`config.mk`:
```
export PLATFORM = sky130hd
export DESIGN_NAME = gray_to_rgb565_ci
export DESIGN_NICKNAME = d
export VERILOG_FILES = /design/src/rtl/gray_to_rgb565_ci_pkg.sv /design/src/rtl/gray_word_fifo.sv /design/src/rtl/gray_to_rgb565_ci.sv
export SDC_FILE = /design/constraint.sdc
export NUM_CORES = 1
export LEC_CHECK = 0
export BUFFER_PORTS_ARGS = -buffer_cell sky130_fd_sc_hd__buf_2
export CELL_PAD_IN_SITES_DETAIL_PLACEMENT = 1
export CELL_PAD_IN_SITES_GLOBAL_PLACEMENT = 1
export CORE_ASPECT_RATIO = 1.25
export CORE_MARGIN = 2
export CORE_UTILIZATION = 30
export CTS_CLUSTER_SIZE = 30
export DETAILED_ROUTE_END_ITERATION = 12
export PLACE_DENSITY_LB_ADDON = 0.1
export SYNTH_ARGS = -nofsm -noshare
export SYNTH_HDL_FRONTEND = slang
export SYNTH_SLANG_ARGS = --single-unit
```
`constraint.sdc`:
```
create_clock -name clock -period 6.35 [get_ports clock]
set_input_delay 1.5875 -clock clock [delete_from_list [all_inputs] [get_ports clock]]
set_output_delay 1.5875 -clock clock [all_outputs]
set_load 0.01 [all_outputs]
```
`src/rtl/gray_to_rgb565_ci_pkg.sv`:
```
// Shared definitions for the gray_to_rgb565_ci custom instruction.
// Contents:
//   - op_e     : CI opcodes carried in valueB[1:0]
//   - state_e  : handshake FSM states
//   - STAT_*   : bit positions inside the STATUS response word
//   - gray_to_rgb565() : 8-bit gray to RGB565 pixel expansion
// Configuration macro: GRAY2RGB_ROUND_EN
//   defined   -> round-to-nearest with saturation per channel
//   undefined -> plain truncation (default build)
package gray_to_rgb565_ci_pkg;

  typedef enum logic [1:0] {
    OP_PUSH   = 2'd0,
    OP_POP    = 2'd1,
    OP_STATUS = 2'd2,
    OP_CLEAR  = 2'd3
  } op_e;

  typedef enum logic {
    ST_IDLE    = 1'b0,
    ST_RESPOND = 1'b1
  } state_e;

  localparam int STAT_OVF_BIT   = 31;
  localparam int STAT_UNF_BIT   = 30;
  localparam int STAT_HALF_BIT  = 29;
  localparam int STAT_COUNT_W   = 8;

  // Replicates the gray level into R5/G6/B5. The green channel keeps one
  // more bit of the gray value than red/blue.
  function automatic logic [15:0] gray_to_rgb565(input logic [7:0] g);
`ifdef GRAY2RGB_ROUND_EN
    logic [8:0] rb_sum;
    logic [8:0] g_sum;
    logic [5:0] rb_q;
    logic [6:0] g_q;
    logic [4:0] rb5;
    logic [5:0] g6;
    rb_sum = {1'b0, g} + 9'd4;
    g_sum  = {1'b0, g} + 9'd2;
    rb_q   = rb_sum[8:3];
    g_q    = g_sum[8:2];
    // Rounding the top gray codes overshoots the channel range; clamp.
    rb5    = (rb_q > 6'd31) ? 5'd31 : rb_q[4:0];
    g6     = (g_q > 7'd63) ? 6'd63 : g_q[5:0];
    return {rb5, g6, rb5};
`else
    return {g[7:3], g[7:2], g[7:3]};
`endif
  endfunction

endpackage

```
`src/rtl/gray_word_fifo.sv`:
```
// Synchronous FIFO of gray pixel words.
// Ports:
//   clk_i    in  clock, all state on rising edge
//   rst_ni   in  synchronous active-low reset (empties the FIFO)
//   push_i   in  enqueue wdata_i (ignored when full)
//   pop_i    in  dequeue head (ignored when empty)
//   clear_i  in  empty the FIFO
//   wdata_i  in  word to enqueue
//   rdata_o  out current head word (valid when !empty_o)
//   full_o / empty_o / count_o  occupancy status, count 0..DEPTH
module gray_word_fifo #(
  parameter int WIDTH = 32,
  parameter int DEPTH = 4,
  localparam int AW   = $clog2(DEPTH),
  localparam int CW   = AW + 1
) (
  input  logic             clk_i,
  input  logic             rst_ni,
  input  logic             push_i,
  input  logic             pop_i,
  input  logic             clear_i,
  input  logic [WIDTH-1:0] wdata_i,
  output logic [WIDTH-1:0] rdata_o,
  output logic             full_o,
  output logic             empty_o,
  output logic [CW-1:0]    count_o
);

  logic [WIDTH-1:0] mem_q [DEPTH];
  logic [AW-1:0]    wr_ptr_q, rd_ptr_q;
  logic [CW-1:0]    count_q;
  logic             push_ok, pop_ok;

  assign full_o  = (count_q == CW'(DEPTH));
  assign empty_o = (count_q == '0);
  assign count_o = count_q;
  assign rdata_o = mem_q[rd_ptr_q];
  assign push_ok = push_i && !full_o;
  assign pop_ok  = pop_i && !empty_o;

  // Pointers are AW bits wide, so DEPTH being a power of two makes the
  // wrap modulo DEPTH free.
  // NOTE: sequential state uses non-blocking assignments so every flop
  // samples pre-edge values regardless of statement order.
  always_ff @(posedge clk_i) begin
    if (!rst_ni || clear_i) begin
      wr_ptr_q <= '0;
      rd_ptr_q <= '0;
      count_q  <= '0;
    end else begin
      if (push_ok) wr_ptr_q <= wr_ptr_q + 1'b1;
      if (pop_ok)  rd_ptr_q <= rd_ptr_q + 1'b1;
      count_q <= count_q + CW'(push_ok) - CW'(pop_ok);
    end
  end

  // NOTE: storage is deliberately not reset; the pointers alone define
  // which entries are valid, so clearing the array would only add logic.
  always_ff @(posedge clk_i) begin
    if (push_ok && !clear_i) mem_q[wr_ptr_q] <= wdata_i;
  end

endmodule

```
`src/rtl/gray_to_rgb565_ci.sv`:
```
// Multi-cycle custom instruction: CPU pushes words of four 8-bit gray
// pixels into a FIFO, then pops RGB565 pixel pairs (two pops per word).
// Ports:
//   clock  in   system clock
//   reset  in   synchronous active-low reset
//   start  in   CI start pulse
//   valueA in   PUSH data: 4 gray pixels, byte0 first
//   valueB in   [1:0] opcode (PUSH/POP/STATUS/CLEAR)
//   ciN    in   CI number, must equal customInstructionId
//   done   out  one-cycle completion pulse
//   result out  response word, zero whenever done is low
// Configuration macro: GRAY2RGB_ROUND_EN selects rounding pixel expansion.
module gray_to_rgb565_ci
  import gray_to_rgb565_ci_pkg::*;
#(
  parameter logic [7:0] customInstructionId = 8'd0,
  parameter int         FIFO_DEPTH          = 4,
  localparam int        CW                  = $clog2(FIFO_DEPTH) + 1
) (
  input  logic        clock,
  input  logic        reset,
  input  logic        start,
  input  logic [31:0] valueA,
  input  logic [31:0] valueB,
  input  logic [7:0]  ciN,
  output logic        done,
  output logic [31:0] result
);

  state_e      state_q, state_d;
  op_e         op_q, op_d;
  logic [31:0] data_q, data_d;
  logic        half_q, half_d;
  logic        ovf_q, ovf_d;
  logic        unf_q, unf_d;

  logic          fifo_push, fifo_pop, fifo_clear;
  logic          fifo_full, fifo_empty;
  logic [31:0]   fifo_head;
  logic [CW-1:0] fifo_count;
  logic [31:0]   status_word;

  logic unused_valueb;
  assign unused_valueb = ^valueB[31:2];

  gray_word_fifo #(
    .WIDTH (32),
    .DEPTH (FIFO_DEPTH)
  ) u_fifo (
    .clk_i   (clock),
    .rst_ni  (reset),
    .push_i  (fifo_push),
    .pop_i   (fifo_pop),
    .clear_i (fifo_clear),
    .wdata_i (data_q),
    .rdata_o (fifo_head),
    .full_o  (fifo_full),
    .empty_o (fifo_empty),
    .count_o (fifo_count)
  );

  always_comb begin
    status_word                = '0;
    status_word[STAT_OVF_BIT]  = ovf_q;
    status_word[STAT_UNF_BIT]  = unf_q;
    status_word[STAT_HALF_BIT] = half_q;
    status_word[STAT_COUNT_W-1:0] = STAT_COUNT_W'(fifo_count);
  end

  always_ff @(posedge clock) begin
    if (!reset) begin
      state_q <= ST_IDLE;
      op_q    <= OP_PUSH;
      data_q  <= '0;
      half_q  <= 1'b0;
      ovf_q   <= 1'b0;
      unf_q   <= 1'b0;
    end else begin
      state_q <= state_d;
      op_q    <= op_d;
      data_q  <= data_d;
      half_q  <= half_d;
      ovf_q   <= ovf_d;
      unf_q   <= unf_d;
    end
  end

  // State updates of an op take effect on the edge that leaves RESPOND, so
  // a reset sampled on that edge discards them along with the response.
  // NOTE: every signal gets a default first so no path can infer a latch.
  always_comb begin
    state_d    = state_q;
    op_d       = op_q;
    data_d     = data_q;
    half_d     = half_q;
    ovf_d      = ovf_q;
    unf_d      = unf_q;
    fifo_push  = 1'b0;
    fifo_pop   = 1'b0;
    fifo_clear = 1'b0;
    done       = 1'b0;
    result     = '0;

    unique case (state_q)
      ST_IDLE: begin
        if (start && ciN == customInstructionId) begin
          op_d    = op_e'(valueB[1:0]);
          data_d  = valueA;
          state_d = ST_RESPOND;
        end
      end
      ST_RESPOND: begin
        state_d = ST_IDLE;
        done    = 1'b1;
        unique case (op_q)
          OP_PUSH: begin
            if (!fifo_full) begin
              fifo_push = 1'b1;
              result    = 32'd1;
            end else begin
              ovf_d = 1'b1;
            end
          end
          OP_POP: begin
            if (fifo_empty) begin
              unf_d = 1'b1;
            end else if (!half_q) begin
              result = {gray_to_rgb565(fifo_head[15:8]), gray_to_rgb565(fifo_head[7:0])};
              half_d = 1'b1;
            end else begin
              result   = {gray_to_rgb565(fifo_head[31:24]), gray_to_rgb565(fifo_head[23:16])};
              fifo_pop = 1'b1;
              half_d   = 1'b0;
            end
          end
          OP_STATUS: result = status_word;
          OP_CLEAR: begin
            fifo_clear = 1'b1;
            half_d     = 1'b0;
            ovf_d      = 1'b0;
            unf_d      = 1'b0;
          end
          default: ;
        endcase
      end
      default: state_d = ST_IDLE;
    endcase

    // A reset arriving while RESPOND is active suppresses the response.
    if (!reset) begin
      done   = 1'b0;
      result = '0;
    end
  end

endmodule
```
==> flow_metrics.env, run 1 <==
export IMPL_outcome="completed"
export IMPL_start_kind="input pin"
export IMPL_syn_area_um2=5460
export IMPL_ctsHoldBuffers=0
export IMPL_crit_type="in2out"
export IMPL_ys_async_sr_fraction_pct=0
export IMPL_power_frac_clock_pct=48.9
export IMPL_synth_largest_area_cell="edfxtp_1"
export IMPL_p_per_area_nw_per_um2=292
export IMPL_drv_slew=0
export IMPL_clockRootBuffer="clkbuf_16"
export IMPL_worstSetupEndpointType="primary output"
export IMPL_cp_common_cell="buf_2"
export IMPL_dpl_hpwl_um=7460
export IMPL_finalSetupViolations=0
export IMPL_postCtsSetupBuffers=0
export IMPL_place_congestion=0.708
export IMPL_critPathMaxFanout=14
export IMPL_cts_sink_count=135
export IMPL_die_x_um=125
export IMPL_grt_pass1_wl_um=18800
export IMPL_synth_edf_count=96
export IMPL_ys_seq_area_share_pct=67.1
export IMPL_clk_pin_slew_ns=0.06
export IMPL_mostFrequentLayoutCell="edfxtp_1"
export IMPL_synthCells=354
export IMPL_io_pins=108
export IMPL_worstMarginPinSlew_ns=1.05
export IMPL_crit_path_cell_trace="buf_2 > clkinv_1 > buf_4 > or4_1 > nor2_1 > buf_2"
export IMPL_relSlewSlack_pct=30.2
export IMPL_rows=55
export IMPL_routed_wl_um=12000
export IMPL_ys_flop_type="edfxtp_1"
export IMPL_fin_util_pct=36.0
export IMPL_max_freq_mhz=197
export IMPL_drive_gt1_share_pct=28.3
export IMPL_peakVddDrop_mv=0.157
export IMPL_fin_crit_sh_pct=80.0
export IMPL_syn_avg_cell_area_um2=15.4
export IMPL_crit_family="simple AND/OR/NAND/NOR gates"
export IMPL_cp_required_ns=4.76
export IMPL_fp_dieH_um=155
export IMPL_cpPeakStageDelay_ns=0.76
export IMPL_h_tree_depth=4
export IMPL_vias_per_cell=4.61
export IMPL_worst_hold_path_type="reg2reg"
export IMPL_first_pass_iters=4
export IMPL_post_drt_wl_per_cell_um=18.4
export IMPL_ant_nets=0
export IMPL_power_leakage_uw=0.00244
export IMPL_crit_buf_inv=4
export IMPL_area_growth_pct=18.5
export IMPL_crit_arrival_ns=3.49
export IMPL_fin_setup_tns_ns=0
export IMPL_tritoncts="done"
export IMPL_io_buffers=69
export IMPL_swShare_pct=19.6
export IMPL_vias=3022
export IMPL_start_util_pct=30.4
export IMPL_fin_nets=498
export IMPL_clk_latency_ns=0.41
export IMPL_drv_cap=0
export IMPL_synth_area_leaders="edfxtp_1, dfxtp_1, mux2i_1"
export IMPL_min_period_ns=5.08
export IMPL_comb_power_share_pct=1.4
export IMPL_p_int_uw=1520
export IMPL_switchingPower_uw=369
export IMPL_synth_top_area_share_pct=52.8
export IMPL_seq_power_share_pct=49.8
export IMPL_hold_viol=0
export IMPL_critPathSlowestCell="or4_1"
export IMPL_grt_pass1_vias=3312
export IMPL_core_area_um2=18000
export IMPL_overflow=0
export IMPL_synth_seq_cells=135
export IMPL_grt_usage_pct=13.2
export IMPL_cts_buffers=17
export IMPL_final_cell_mix="edfxtp_1, buf_2, mux2i_1"
export IMPL_grt_max_degree=35
export IMPL_cts_path_max_buffers=2
export IMPL_cts_repair_resized=0
export IMPL_syn_num_nets=436
export IMPL_antennaDiodeCount=0
export IMPL_skew_ns=0.00999
export IMPL_yosysUniqueCellTypes=35
export IMPL_drcViolationCount=0
export IMPL_antenna_found_initial=0
export IMPL_yosys_warnings=0
export IMPL_drtIter0Drc=68
export IMPL_dieArea_um2=19300
export IMPL_rsz0062_at_grt="no"
-- per-layer routing --
| layer | up-vias | wire (um) | GRT usage (%) |
|---|---|---|---|
| li1 | 1432 | - | - |
| met1 | 1515 | 5250 | 15.3 |
| met2 | 58 | 6250 | 23.2 |
| met3 | 17 | 353 | 3.32 |
| met4 | 0 | 193 | 5.46 |
| met5 | - | 0 | 0 |
-- cell type report --
type                    instances  area, um^2
fillers                      1863       11500
flip-flops and latches        135        3660
multi-input cells             179        1550
clock buffers                  21         440
repair buffers                 74         383
well taps                     228         285
clock inverters                10         106
inverters                       9        33.8
-- cell usage after synthesis, types with 2 or more instances --
cell type	n
xnor2_1	5
a22oi_1	10
mux2i_1	54
and3_1	8
a31oi_1	2
dfxtp_1	39
ha_1	6
clkbuf_1	3
nor3b_1	2
nor4_1	3
a21o_1	6
buf_6	2
nor2_1	43
nor2b_1	2
mux4_2	14
buf_2	6
nand2_1	5
and2_1	5
edfxtp_1	96
nand4b_1	2
inv_1	8
buf_4	19
a21oi_1	2
-- sequential cells by signal (all words and copies together) (netlist names), named ones only --
signal and flops:
u_fifo.mem_q 96, data_q 24, u_fifo.count_o 3, op_q 2, u_fifo.rd_ptr_q 2, u_fifo.wr_ptr_q 2, half_q 1, ovf_q 1
state_q 1, unf_q 1
-- power groups by stage --
stage	combinational, uW	clock [uW]	sequential, uW
final	26.3	921	938
after global routing	28.8	978	938
after global placement	26.3	0	956
after floorplan	12.4	0	953
after CTS	27.0	943	938
after detailed placement	26.8	0	957
-- path summary, 6_finish.rpt --
path	start	endpoint	slack [ns]	cells past startpoint
setup / recovery	reset	result[3]	1.27	6
hold / removal	unf_q	unf_q	0.49	2
setup reg to reg	half_q	u_fifo.count_o[2]	3.77	9
hold reg to reg	unf_q	unf_q	0.49	2
-- worst reg2reg max path: stages (launching register included) --
cell and delay, ns:
dfxtp_1 0.88, nand4b_1 0.23, nor2_1 0.25, ha_1 0.15, inv_1 0.03, ha_1 0.18
fa_1 0.38, xnor2_1 0.18, xnor2_1 0.13, nor2_1 0.05
-- kinds of logic (layout without fill, tap and decap cells) --
kind of cell    after synthesis  count (layout)  synth area share [%]
buf+inv                      40             114                  4.47
compound gates               22              22                  2.91
mux                          68              68                  15.7
xor+xnor                      5               5                 0.803
fa+ha+maj                     7               7                  1.74
flops                       135             135                  67.1
simple gates                 77              77                  7.25
-- through the flow --
stage,worst slack [ns],power (uW),instance area [um^2],hold slack [ns],cells
after floorplan,2.02,965,5460,0.438,354
after global placement,1.24,983,5920,0.465,625
after detailed placement,1.22,984,5920,0.475,625
after global routing,1.12,1950,6470,0.525,656
final,1.27,1890,6470,0.491,656
after CTS,1.20,1910,6470,0.489,656
(Power assumes the default switching activity.)
==> run 2, diff against run 1 <==
- clock period: 6.35 -> 5.2 ns (I/O delays scaled with it)
==> run 2 against run 1 <==
Compared with the run above:
- power is 22% higher
- clock-buffer cell count fell by 4
- cell area rose by 0.17%
- routed wire length decreased by 0.27%
- first-iteration DRC count up 50%
- non-clock buffer count unchanged
- die area stayed put
- sequential cell count unchanged
- worst hold slack gained 0.0021 ns
- sequential power grew 23%
==> flow_metrics.env, run 2 (synthesis gave the netlist of run 1 again) <==
export IMPL_cp_required_ns=3.90
export IMPL_vias=3017
export IMPL_tritoncts="done"
export IMPL_start_util_pct=30.4
export IMPL_power_leakage_uw=0.00243
export IMPL_dpl_hpwl_um=7570
export IMPL_grt_usage_pct=13.2
export IMPL_drtIter0Drc=102
export IMPL_core_area_um2=18000
export IMPL_dieArea_um2=19300
export IMPL_mostFrequentLayoutCell="edfxtp_1"
export IMPL_postCtsSetupBuffers=0
export IMPL_min_period_ns=4.29
export IMPL_drv_cap=0
export IMPL_p_per_area_nw_per_um2=354
export IMPL_cp_startpoint="reset"
export IMPL_skew_ns=0.00923
export IMPL_worst_hold_path_type="reg2reg"
export IMPL_outcome="completed"
export IMPL_critPathMaxFanout=14
export IMPL_rsz0062_at_grt="no"
export IMPL_crit_type="in2out"
export IMPL_finalSetupViolations=0
export IMPL_drive_gt1_share_pct=29.6
export IMPL_grt_pass1_vias=3295
export IMPL_ctsHoldBuffers=0
export IMPL_hold_ws_ns=0.493
export IMPL_max_freq_mhz=233
export IMPL_cts_sink_count=135
export IMPL_hp_start="unf_q"
export IMPL_antennaDiodeCount=0
export IMPL_cts_buffers=17
export IMPL_h_tree_depth=4
export IMPL_die_x_um=125
export IMPL_first_pass_iters=4
export IMPL_peakVddDrop_mv=0.231
export IMPL_clk_latency_ns=0.42
export IMPL_hold_path_depth=2
export IMPL_largest_reg_flops=96
export IMPL_final_cell_mix="edfxtp_1, buf_2, mux2i_1"
export IMPL_area_growth_pct=18.7
export IMPL_vias_per_cell=4.59
export IMPL_start_kind="input pin"
export IMPL_top_register="u_fifo.mem_q"
export IMPL_holdPathEnd="unf_q"
export IMPL_io_pins=108
export IMPL_place_congestion=0.701
export IMPL_io_buffers=69
export IMPL_drcViolationCount=0
export IMPL_clockRootBuffer="clkbuf_16"
export IMPL_rr_startpoint="half_q"
export IMPL_worstSetupEndpointType="primary output"
export IMPL_fp_dieH_um=155
export IMPL_fin_crit_sh_pct=82.5
export IMPL_rows=55
export IMPL_grt_max_degree=35
export IMPL_worstRegToRegCells=9
export IMPL_cts_path_max_buffers=2
export IMPL_routed_wl_um=12000
export IMPL_overflow=0
export IMPL_post_drt_wl_per_cell_um=18.3
export IMPL_crit_arrival_ns=2.99
export IMPL_cts_repair_resized=0
export IMPL_worstMarginPinSlew_ns=1.09
export IMPL_ant_nets=0
export IMPL_grt_pass1_wl_um=18700
export IMPL_relSlewSlack_pct=27.2
export IMPL_fin_setup_tns_ns=0
export IMPL_r2r_end="u_fifo.count_o[2]"
export IMPL_fin_util_pct=36.1
export IMPL_drv_slew=0
export IMPL_clk_pin_slew_ns=0.06
export IMPL_rrSetupSlack_ns=2.51
export IMPL_fin_nets=498
export IMPL_antenna_found_initial=0
export IMPL_hold_viol=0
run 2: changes by cell type in the layout (fill, tap and decap cells not counted):
cell | previous run | this run
bufinv_16 | 2 | 1
clkbuf_1 | 4 | 0
clkinv_1 | 3 | 2
clkinv_2 | 3 | 2
clkinv_4 | 1 | 4
clkinvlp_4 | 2 | 6
inv_6 | 0 | 1
run 2: how the worst max path moves through the flow:
| stage | end |
|---|---|
| after detailed placement | result[3] |
| after global routing | result[14] |
| after floorplan | result[10] |
| after CTS | result[3] |
| after global placement | result[9] |
| final | result[3] |
run 2: per-layer routing:
layer / track usage [%] / wire (um) / vias up
met5: 0 / 0 / -
met3: 3.63 / 407 / 16
li1: - / - / 1430
met1: 15.1 / 5140 / 1509
met2: 23.4 / 6270 / 62
met4: 4.98 / 195 / 0
run 2: cell type report:
class | instances | area (um^2)
clock buffers | 17 | 425
clock inverters | 15 | 133
fillers | 1847 | 11500
inverters | 9 | 33.8
multi-input cells | 179 | 1550
flip-flops and latches | 135 | 3660
well taps | 228 | 285
repair buffers | 74 | 383
run 2: worst max-delay path, cell delays in order:
cell	delay [ns]
buf_2	0.12
clkinv_1	0.09
buf_4	0.20
or4_1	0.77
nor2_1	0.32
buf_2	0.18
run 2: report_power, final:
group / switching, uW / internal, uW / leakage, uW
clock: 460 / 656 / 0.000255
combinational: 15.7 / 16.6 / 0.00109
sequential: 6.12 / 1140 / 0.00109
total: 482 / 1810 / 0.00243
run 2: stage by stage:
stage | power (uW) | cells | setup slack, ns | area, um^2
floorplan | 1180 | 354 | 1.44 | 5460
global placement | 1200 | 625 | 0.918 | 5920
detailed placement | 1200 | 625 | 0.902 | 5920
CTS | 2330 | 657 | 0.867 | 6480
global route | 2370 | 657 | 0.807 | 6480
finish | 2290 | 657 | 0.911 | 6480
